File: src/rtl/mips_pkg.sv
// Shared MIPS datapath constants: register-file geometry and named register indices.
package mips_pkg;

   localparam int DATA_WIDTH = 32;
   localparam int ADDR_WIDTH = 5;

   localparam logic [ADDR_WIDTH-1:0] REG_ZERO = 5'd0;
   localparam logic [ADDR_WIDTH-1:0] REG_AT   = 5'd1;
   localparam logic [ADDR_WIDTH-1:0] REG_V0   = 5'd2;
   localparam logic [ADDR_WIDTH-1:0] REG_A0   = 5'd4;
   localparam logic [ADDR_WIDTH-1:0] REG_T0   = 5'd8;
   localparam logic [ADDR_WIDTH-1:0] REG_T1   = 5'd9;
   localparam logic [ADDR_WIDTH-1:0] REG_S0   = 5'd16;
   localparam logic [ADDR_WIDTH-1:0] REG_SP   = 5'd29;
   localparam logic [ADDR_WIDTH-1:0] REG_RA   = 5'd31;

endpackage

File: src/rtl/mips_register_file_32bit_register.sv
// One general-purpose register: enable flop with asynchronous active-high clear.
module mips_register_file_32bit_register #(
   parameter int DATA_WIDTH = mips_pkg::DATA_WIDTH
) (
   input  logic                  clk,
   input  logic                  reset,
   input  logic                  enable,
   input  logic [DATA_WIDTH-1:0] d,
   output logic [DATA_WIDTH-1:0] q
);

   // NOTE: sequential state uses non-blocking assignment so every flop samples pre-edge values.
   always_ff @(posedge clk or posedge reset) begin
      if (reset)
         q <= '0;
      else if (enable)
         q <= d;
   end

endmodule

File: src/rtl/mips_register_file.sv
// 32 x 32-bit MIPS register file: two combinational read ports, one write port,
// hardwired zero register, optional write-to-read forwarding and a committed-write counter.
module mips_register_file
   import mips_pkg::*;
#(
   parameter int DATA_WIDTH = mips_pkg::DATA_WIDTH,
   parameter int ADDR_WIDTH = mips_pkg::ADDR_WIDTH,
   parameter int BYPASS     = 0
) (
   input  logic                  clk,
   input  logic                  reset,
   input  logic [ADDR_WIDTH-1:0] read_addr_A,
   input  logic [ADDR_WIDTH-1:0] read_addr_B,
   output logic [DATA_WIDTH-1:0] read_data_A,
   output logic [DATA_WIDTH-1:0] read_data_B,
   input  logic                  write_enable,
   input  logic [ADDR_WIDTH-1:0] write_addr,
   input  logic [DATA_WIDTH-1:0] write_data,
   output logic [15:0]           write_count
);

   localparam int DEPTH = 2 ** ADDR_WIDTH;

   logic [DATA_WIDTH-1:0] reg_q [DEPTH];
   logic                  write_valid;

   assign write_valid = write_enable && (write_addr != ADDR_WIDTH'(REG_ZERO));

   // Register 0 has no storage; it is a constant zero source for the read muxes.
   assign reg_q[0] = '0;

   for (genvar i = 1; i < DEPTH; i++) begin : g_reg
      logic sel;
      assign sel = write_valid && (write_addr == ADDR_WIDTH'(i));

      mips_register_file_32bit_register #(
         .DATA_WIDTH (DATA_WIDTH)
      ) u_reg (
         .clk    (clk),
         .reset  (reset),
         .enable (sel),
         .d      (write_data),
         .q      (reg_q[i])
      );
   end

   // Forwarding is suppressed during reset so the ports read zero while it is held.
   // NOTE: every always_comb output gets a default first, so no path can infer a latch.
   always_comb begin
      read_data_A = reg_q[read_addr_A];
      read_data_B = reg_q[read_addr_B];
      if (BYPASS != 0 && !reset && write_valid) begin
         if (read_addr_A == write_addr) read_data_A = write_data;
         if (read_addr_B == write_addr) read_data_B = write_data;
      end
   end

   always_ff @(posedge clk or posedge reset) begin
      if (reset)
         write_count <= '0;
      else if (write_valid)
         write_count <= write_count + 16'd1;
   end

endmodule

File: config.mk
export PLATFORM = sky130hd
export DESIGN_NAME = mips_register_file
export DESIGN_NICKNAME = d
export VERILOG_FILES = /design/src/rtl/mips_pkg.sv /design/src/rtl/mips_register_file_32bit_register.sv /design/src/rtl/mips_register_file.sv
export SDC_FILE = /design/constraint.sdc
export NUM_CORES = 2
export LEC_CHECK = 0
export ABC_CLOCK_PERIOD_IN_PS = 2300
export BUFFER_PORTS_ARGS = -buffer_cell sky130_fd_sc_hd__buf_2
export CELL_PAD_IN_SITES_DETAIL_PLACEMENT = 1
export CELL_PAD_IN_SITES_GLOBAL_PLACEMENT = 1
export CORE_ASPECT_RATIO = 0.7
export CORE_UTILIZATION = 49
export CTS_CLUSTER_DIAMETER = 40
export DETAILED_ROUTE_END_ITERATION = 7
export GPL_ROUTABILITY_DRIVEN = 0
export PLACE_DENSITY = 0.69
export SLEW_MARGIN = 20
export SYNTH_ARGS = -nofsm -noshare
export SYNTH_HDL_FRONTEND = slang
export SYNTH_HIERARCHICAL = 1
export SYNTH_SLANG_ARGS = --single-unit
File: constraint.sdc
create_clock -name clk -period 2.3 [get_ports clk]
set_clock_uncertainty 0.05 [all_clocks]
set_input_delay 0 -clock clk [delete_from_list [all_inputs] [get_ports clk]]
set_output_delay 0 -clock clk [all_outputs]
set_load 0.02 [all_outputs]
== After elaboration in Yosys (flattened, before gate mapping) ==
Index checks and enable logic that the tools add are counted.

* Register bits: 1,008
* Bits in latches: 0
* Word-level logic and storage cells: 107
* Output and inout port bits: 80
* Memory bits (writable): 0
* Memories: 0
* ROM bits: 0

* Divide/modulo/power cells: 0
* $mul: 0
* Multiplexer cells: 6
* Add/sub/neg operators: 1
* Bitwise operators: 2
* Shift-type cells: 0
* Reduce and logical (&&, ||, !) cells: 33
* Eq/ne operators: 31
* Order comparisons: 2

{| class="wikitable"
|+ Operators by type and width
! operator !! count
|-
| binary-select mux 32 bit (select 5 bit) || 2
|-
| 2-to-1 mux 32 bit || 4
|-
| == test 5 bit (second input constant) || 16
|-
| == test 5 x 4 -> 1 bit (second input constant) || 8
|-
| logical AND 1 bit || 32
|-
| == test 5 x 3 -> 1 bit (second input constant) || 4
|-
| adder 16 x 1 -> 16 bit (second input constant) || 1
|-
| >= comparator 6 bit (second input constant) || 2
|-
| NOT 5 -> 6 bit || 2
|-
| == test 5 x 2 -> 1 bit (second input constant) || 2
|-
| == test 5 x 1 -> 1 bit (second input constant) || 1
|-
| nonzero test 5 bit || 1
|}

== Depth between registers and ports, before layout ==
* Depth after elaboration: 4
* Gate-level depth with buffers: 9
* Gate-level depth less buffers: 5

== Modules after synthesis ==
The synthesis kept the hierarchy.

{| class="wikitable"
|+ By module, submodules not included
! module !! instances !! area an instance (um^2) !! cells an instance
|-
| mips_register_file_32bit_register || 31 || 1,348.8 || 69
|-
| mips_register_file || 1 || 17,166.5 || 1,534
|}

== Worst setup path after synthesis ==
OpenSTA, ideal clock, no wires.

* Path type: input to register
* Start point: in write_addr[0]
* End point: reg g_reg[13].u_reg.q[0]
* Setup time: 0.125 ns
* Data required time: 2.125 ns
* Cell stages on the path: 7
* Arrival time: 1.625 ns
* Setup slack: 0.500 ns
* Cells stage by stage: clkbuf_1 > nand2b_1 > or3b_2 > nor2_1 > buf_6 > buf_12 > mux2_4

* Cells in the longest elaborated chain, start to end: 3

{| class="wikitable"
|+ RTL lines
! what !! RTL line !! source
|-
| from (decl) || mips_register_file.sv:17 || <nowiki>input logic [ADDR_WIDTH-1:0] write_addr,</nowiki>
|-
| nonzero test 5 bit || mips_register_file.sv:27 || <nowiki>assign write_valid = write_enable && (write_addr != ADDR_WIDTH'(REG_ZERO));</nowiki>
|-
| logical AND 1 bit || mips_register_file.sv:27 ||
|-
| logical AND 1 bit (*) || mips_register_file.sv:34 || <nowiki>assign sel = write_valid && (write_addr == ADDR_WIDTH'(i));</nowiki>
|-
| named net g_reg[13].sel || mips_register_file.sv:33 || <nowiki>logic sel;</nowiki>
|-
| to (signal assigned) || mips_register_file_32bit_register.sv:15 || <nowiki>q <= '0;</nowiki>
|-
| to (signal assigned) || mips_register_file_32bit_register.sv:17 || <nowiki>q <= d;</nowiki>
|-
| to (decl) || mips_register_file_32bit_register.sv:9 || <nowiki>output logic [DATA_WIDTH-1:0] q</nowiki>
|}

The timed path passes the listed nets; every way through them passes the cells marked *.
A chain may end at the register's enable or synchronous reset.

== Worst setup path in the final report ==
* Start point: reg g_reg[25].u_reg.q[15]
* End point: out read_data_B[15]

* Cells in the longest elaborated chain, start to end: 3

{| class="wikitable"
|+ RTL lines
! what !! RTL line !! source
|-
| from (decl) || mips_register_file_32bit_register.sv:9 ||
|-
| from (signal assigned) || mips_register_file_32bit_register.sv:15 ||
|-
| from (signal assigned) || mips_register_file_32bit_register.sv:17 ||
|-
| binary-select mux 32 bit (select 5 bit) || mips_register_file.sv:51 || <nowiki>read_data_B = reg_q[read_addr_B];</nowiki>
|-
| 2-to-1 mux 32 bit (not written as such) (2 in series) || mips_register_file.sv:51 ||
|-
| to (decl) || mips_register_file.sv:15 || <nowiki>output logic [DATA_WIDTH-1:0] read_data_B,</nowiki>
|}

Every way passes these cells. The select of a mux whose other input is x is not followed.

==> impl_metrics.csv <==
group,metric,value,unit
sta,rsz0062_at_grt,"yes",
sta,maxSlewHeadroom,17.3,%
yosys,synth.avg_cell_area,16.1,sq um
route,drt_iter0_drc,4120,
placed_design,place_ws,-0.171,ns
sta,setup_slack,-0.341,ns
yosys,synth_ff_type,"dfrtp_1",
route,dr.pass1.iters,5,
route,num_vias,39200,
setup_path,worstSetupPathType,"register to output pin",
clock_network,clockBufferDepth,3,
power_and_ir_drop,clkPwrFrac,35.5,%
status,violations,"negative setup slack",
grt,use_met1,51.9,%
sta,fmax,379,MHz
power_and_ir_drop,p_sw_share,29.4,%
cells_and_area,fin_cells,5751,
setup_path,cp_max_fo,3,
setup_path,slowest_stage,"mux4_2",
die,core_area,119000,sq um
setup_path,worstPathRequired,2.25,ns
clock_network,cts_tree,"built",
die,die_w,417,um
clock_network,cts_buffers,138,
clock_network,insertion_delay,0.77,ns
power_and_ir_drop,comb_power_share,25.5,%
yosys,post_synth_num_cell_types,39,
cells_and_area,fin_util,58.5,%
route,drt_wl_total,219000,um
sta,finalMaxSlewViolations,0,
status,outcome,"finished with violations",
setup_path,worst-path-buf-inv,3,
route,drc,0,
power_and_ir_drop,p_int,44.3,mW
yosys,async_flop_share,100,%
die,start_util,49.4,%
sta,tightestPinTransition,1.24,ns
grt,grt_use_met2,52.5,%
die,die_h,292,um
setup_path,cp.depth,7,
sta,tns,-14.84,ns
setup_path,worstRegToRegCells,4,
placed_design,hpwl,132000,um
sta,post-route-min-period,2.64,ns
clock_network,cts_sinks,1008,
setup_path,end_kind,"output pin",
yosys,synth_most_common_cell,"dfrtp_1",
grt,grt_max_degree,41,
sta,hold_viol,0,
die,io_pins,130,
route,route.antenna.remaining_nets,0,
worst_hold_path,hold_path_depth,4,
setup_path,path_cells,"mux4_2, a22o_1, o21ai_1, buf_4, o31ai_2, buf_4, buf_6",
cells_and_area,area_delta_synth_final,18.5,%
placed_design,port_buffers,129,
yosys,syn_area,59000,sq um
power_and_ir_drop,pwr-share-seq,39.1,%
yosys,synth_largest_area_cell,"dfrtp_1",
cells_and_area,finalNetCount,4130,
cells_and_area,drive_above_1_share,58.2,%
placed_design,placedCellCount,5353,
setup_path,cpMostUsedCell,"buf_4",
yosys,synth_top_area_share,42.8,%
grt,busiest_layer,"met2",
power_and_ir_drop,p_leak,30.8,nW
yosys,netlist_top_cells_count,"dfrtp_1 (1008), mux2_4 (930), mux4_2 (384)",
grt,grtUsageMet3,7.94,%
sta,setup_violations,64,
worst_hold_path,min_path_type,"input port to register",
grt,grt_pass1_wl,316000,um
die,dieArea,122000,sq um
yosys,syn_nets,3724,
yosys,ys_ff_latch,1008,
clock_network,clk_pin_slew,0.06,ns
die,num_rows,106,
route,wl_per_cell,38.0,um
grt,antenna_found_initial,10,
route,viasPerCell,6.82,
yosys,synth_cells,3673,
sta,fin_crit_sh,115,%
grt,grt_pass1_vias,42100,
grt,globalRouteOverflowTotal,0,
setup_path,crit_path_max_incr_delay,0.47,ns
power_and_ir_drop,power_density,899,nW/um^2
setup_path,start_kind,"register",
yosys,synth_edf_count,0,
grt,grtUsageTotal,36.1,%
yosys,ys_warn_count,6,
yosys,ys_top_cells_by_area,"dfrtp_1 (43%), mux2_4 (24%), mux4_2 (15%)",
setup_path,arrival,2.59,ns
clock_network,htree_levels,4,
power_and_ir_drop,p_sw,18.5,mW
clock_network,ctsRootBufferMaster,"clkbuf_16",
setup_path,cpLargestDelayFamily,"buffers and inverters",
job,maxCapViolCount,0,
sta,whs,0.0547,ns
power_and_ir_drop,ir_drop,0.000715,V
yosys,ys_seq_area_share,42.8,%
[worst register-to-register path: stages (launching register included)]
cell	delay (ns)
dfrtp_1	0.43
nand3_1	0.15
or3_1	0.47
nor4_1	0.46
xor2_1	0.18
[placed cells by master, fill, tap and decap left out, types with 27 or more instances in the layout]
| cell type | synthesis | routed |
|---|---|---|
| and2_1 | 34 | 32 |
| dlygate4sd3_1 | 0 | 38 |
| dfrtp_1 | 1008 | 1007 |
| mux2i_1 | 160 | 157 |
| nand2_1 | 74 | 72 |
| buf_2 | 40 | 69 |
| buf_6 | 53 | 53 |
| buf_12 | 93 | 128 |
| nor2_4 | 0 | 27 |
| and3_1 | 35 | 34 |
| o31ai_4 | 0 | 37 |
| clkbuf_16 | 0 | 143 |
| a22o_1 | 192 | 190 |
| inv_2 | 1 | 32 |
| mux2_2 | 127 | 127 |
| a211oi_1 | 64 | 54 |
| mux2_4 | 930 | 930 |
| buf_4 | 31 | 315 |
| o22ai_1 | 64 | 64 |
| mux4_2 | 384 | 384 |
[metrics by stage]
step                area [sq um]  power (mW)
detailed placement         62600        38.8
CTS                        69300        62.3
finish                     69900        62.8
global placement           62600        38.2
global route               69900        64.7
floorplan                  59000        33.9
[state kept, by name, indices dropped and copies added (netlist names)]
signal / flops
g.u_reg/q: 992
write_count: 16
[cells by family (layout without fill, tap and decap cells)]
family	after synthesis	in the layout	synth area share, %
muxes	1601	1601	43.5
DFF	1008	1008	42.8
AOI/OAI and AO/OA	452	452	5.76
buffers and inverters	380	891	5.94
and+or+nand+nor	216	216	1.81
xor gates and xnor gates	15	15	0.223
adders and majority gates	1	1	0.0212
other	0	1	0
[timing repair]
item,4_1_cts,5_1_grt
setup endpoints to repair,64,64
gates resized for setup,239,35
pin swaps,111,56
hold buffers,38,0
endpoints found under the hold margin,1826,0
buffers inserted,79,49
[routing by layer]
metal / share of wire (%) / vias up / wire length [um]
li1: - / 15000 / -
met1: 43 / 21600 / 93700
met2: 44 / 2205 / 96400
met3: 8.7 / 445 / 19000
met4: 4.3 / 10 / 9340
met5: 0.051 / - / 112
[cell type report]
class,count,area (sq um)
clock buffer,170,3850
tap,1566,1960
clock inverter,75,857
fill,10800,49500
timing repair buffer,607,6310
multi-input combinational,2285,31500
antenna,1,2.50
sequential,1008,25200
inverter,39,146
[path summary, 6_finish.rpt]
| check | start | slack, ns | to |
|---|---|---|---|
| max | g_reg[25].u_reg/q[15]$_DFFE_PP0P_ | -0.34 | read_data_B[15] |
| min | write_addr[2] | 0.05 | g_reg[8].u_reg/q[10]$_DFFE_PP0P_ |
| max reg2reg | write_count[3]$_DFFE_PP0P_ | 0.49 | write_count[15]$_DFFE_PP0P_ |
| min reg2reg | write_count[15]$_DFFE_PP0P_ | 0.42 | write_count[15]$_DFFE_PP0P_ |
| max in group asynchronous | reset | 1.24 | g_reg[30].u_reg/q[24]$_DFFE_PP0P_ |
| min in group asynchronous | reset | 0.08 | g_reg[6].u_reg/q[5]$_DFFE_PP0P_ |
[power by group through the flow]
| stage | sequential (mW) | clock [mW] | combinational, mW |
|---|---|---|---|
| after floorplan | 23.4 | 0 | 10.5 |
| after global placement | 24.3 | 0 | 13.9 |
| after detailed placement | 24.5 | 0 | 14.3 |
| after CTS | 24.3 | 22.5 | 15.5 |
| after global routing | 24.8 | 23.1 | 16.7 |
| final | 24.5 | 22.3 | 16.0 |
No activity file was read; power rests on OpenSTA's default activity.
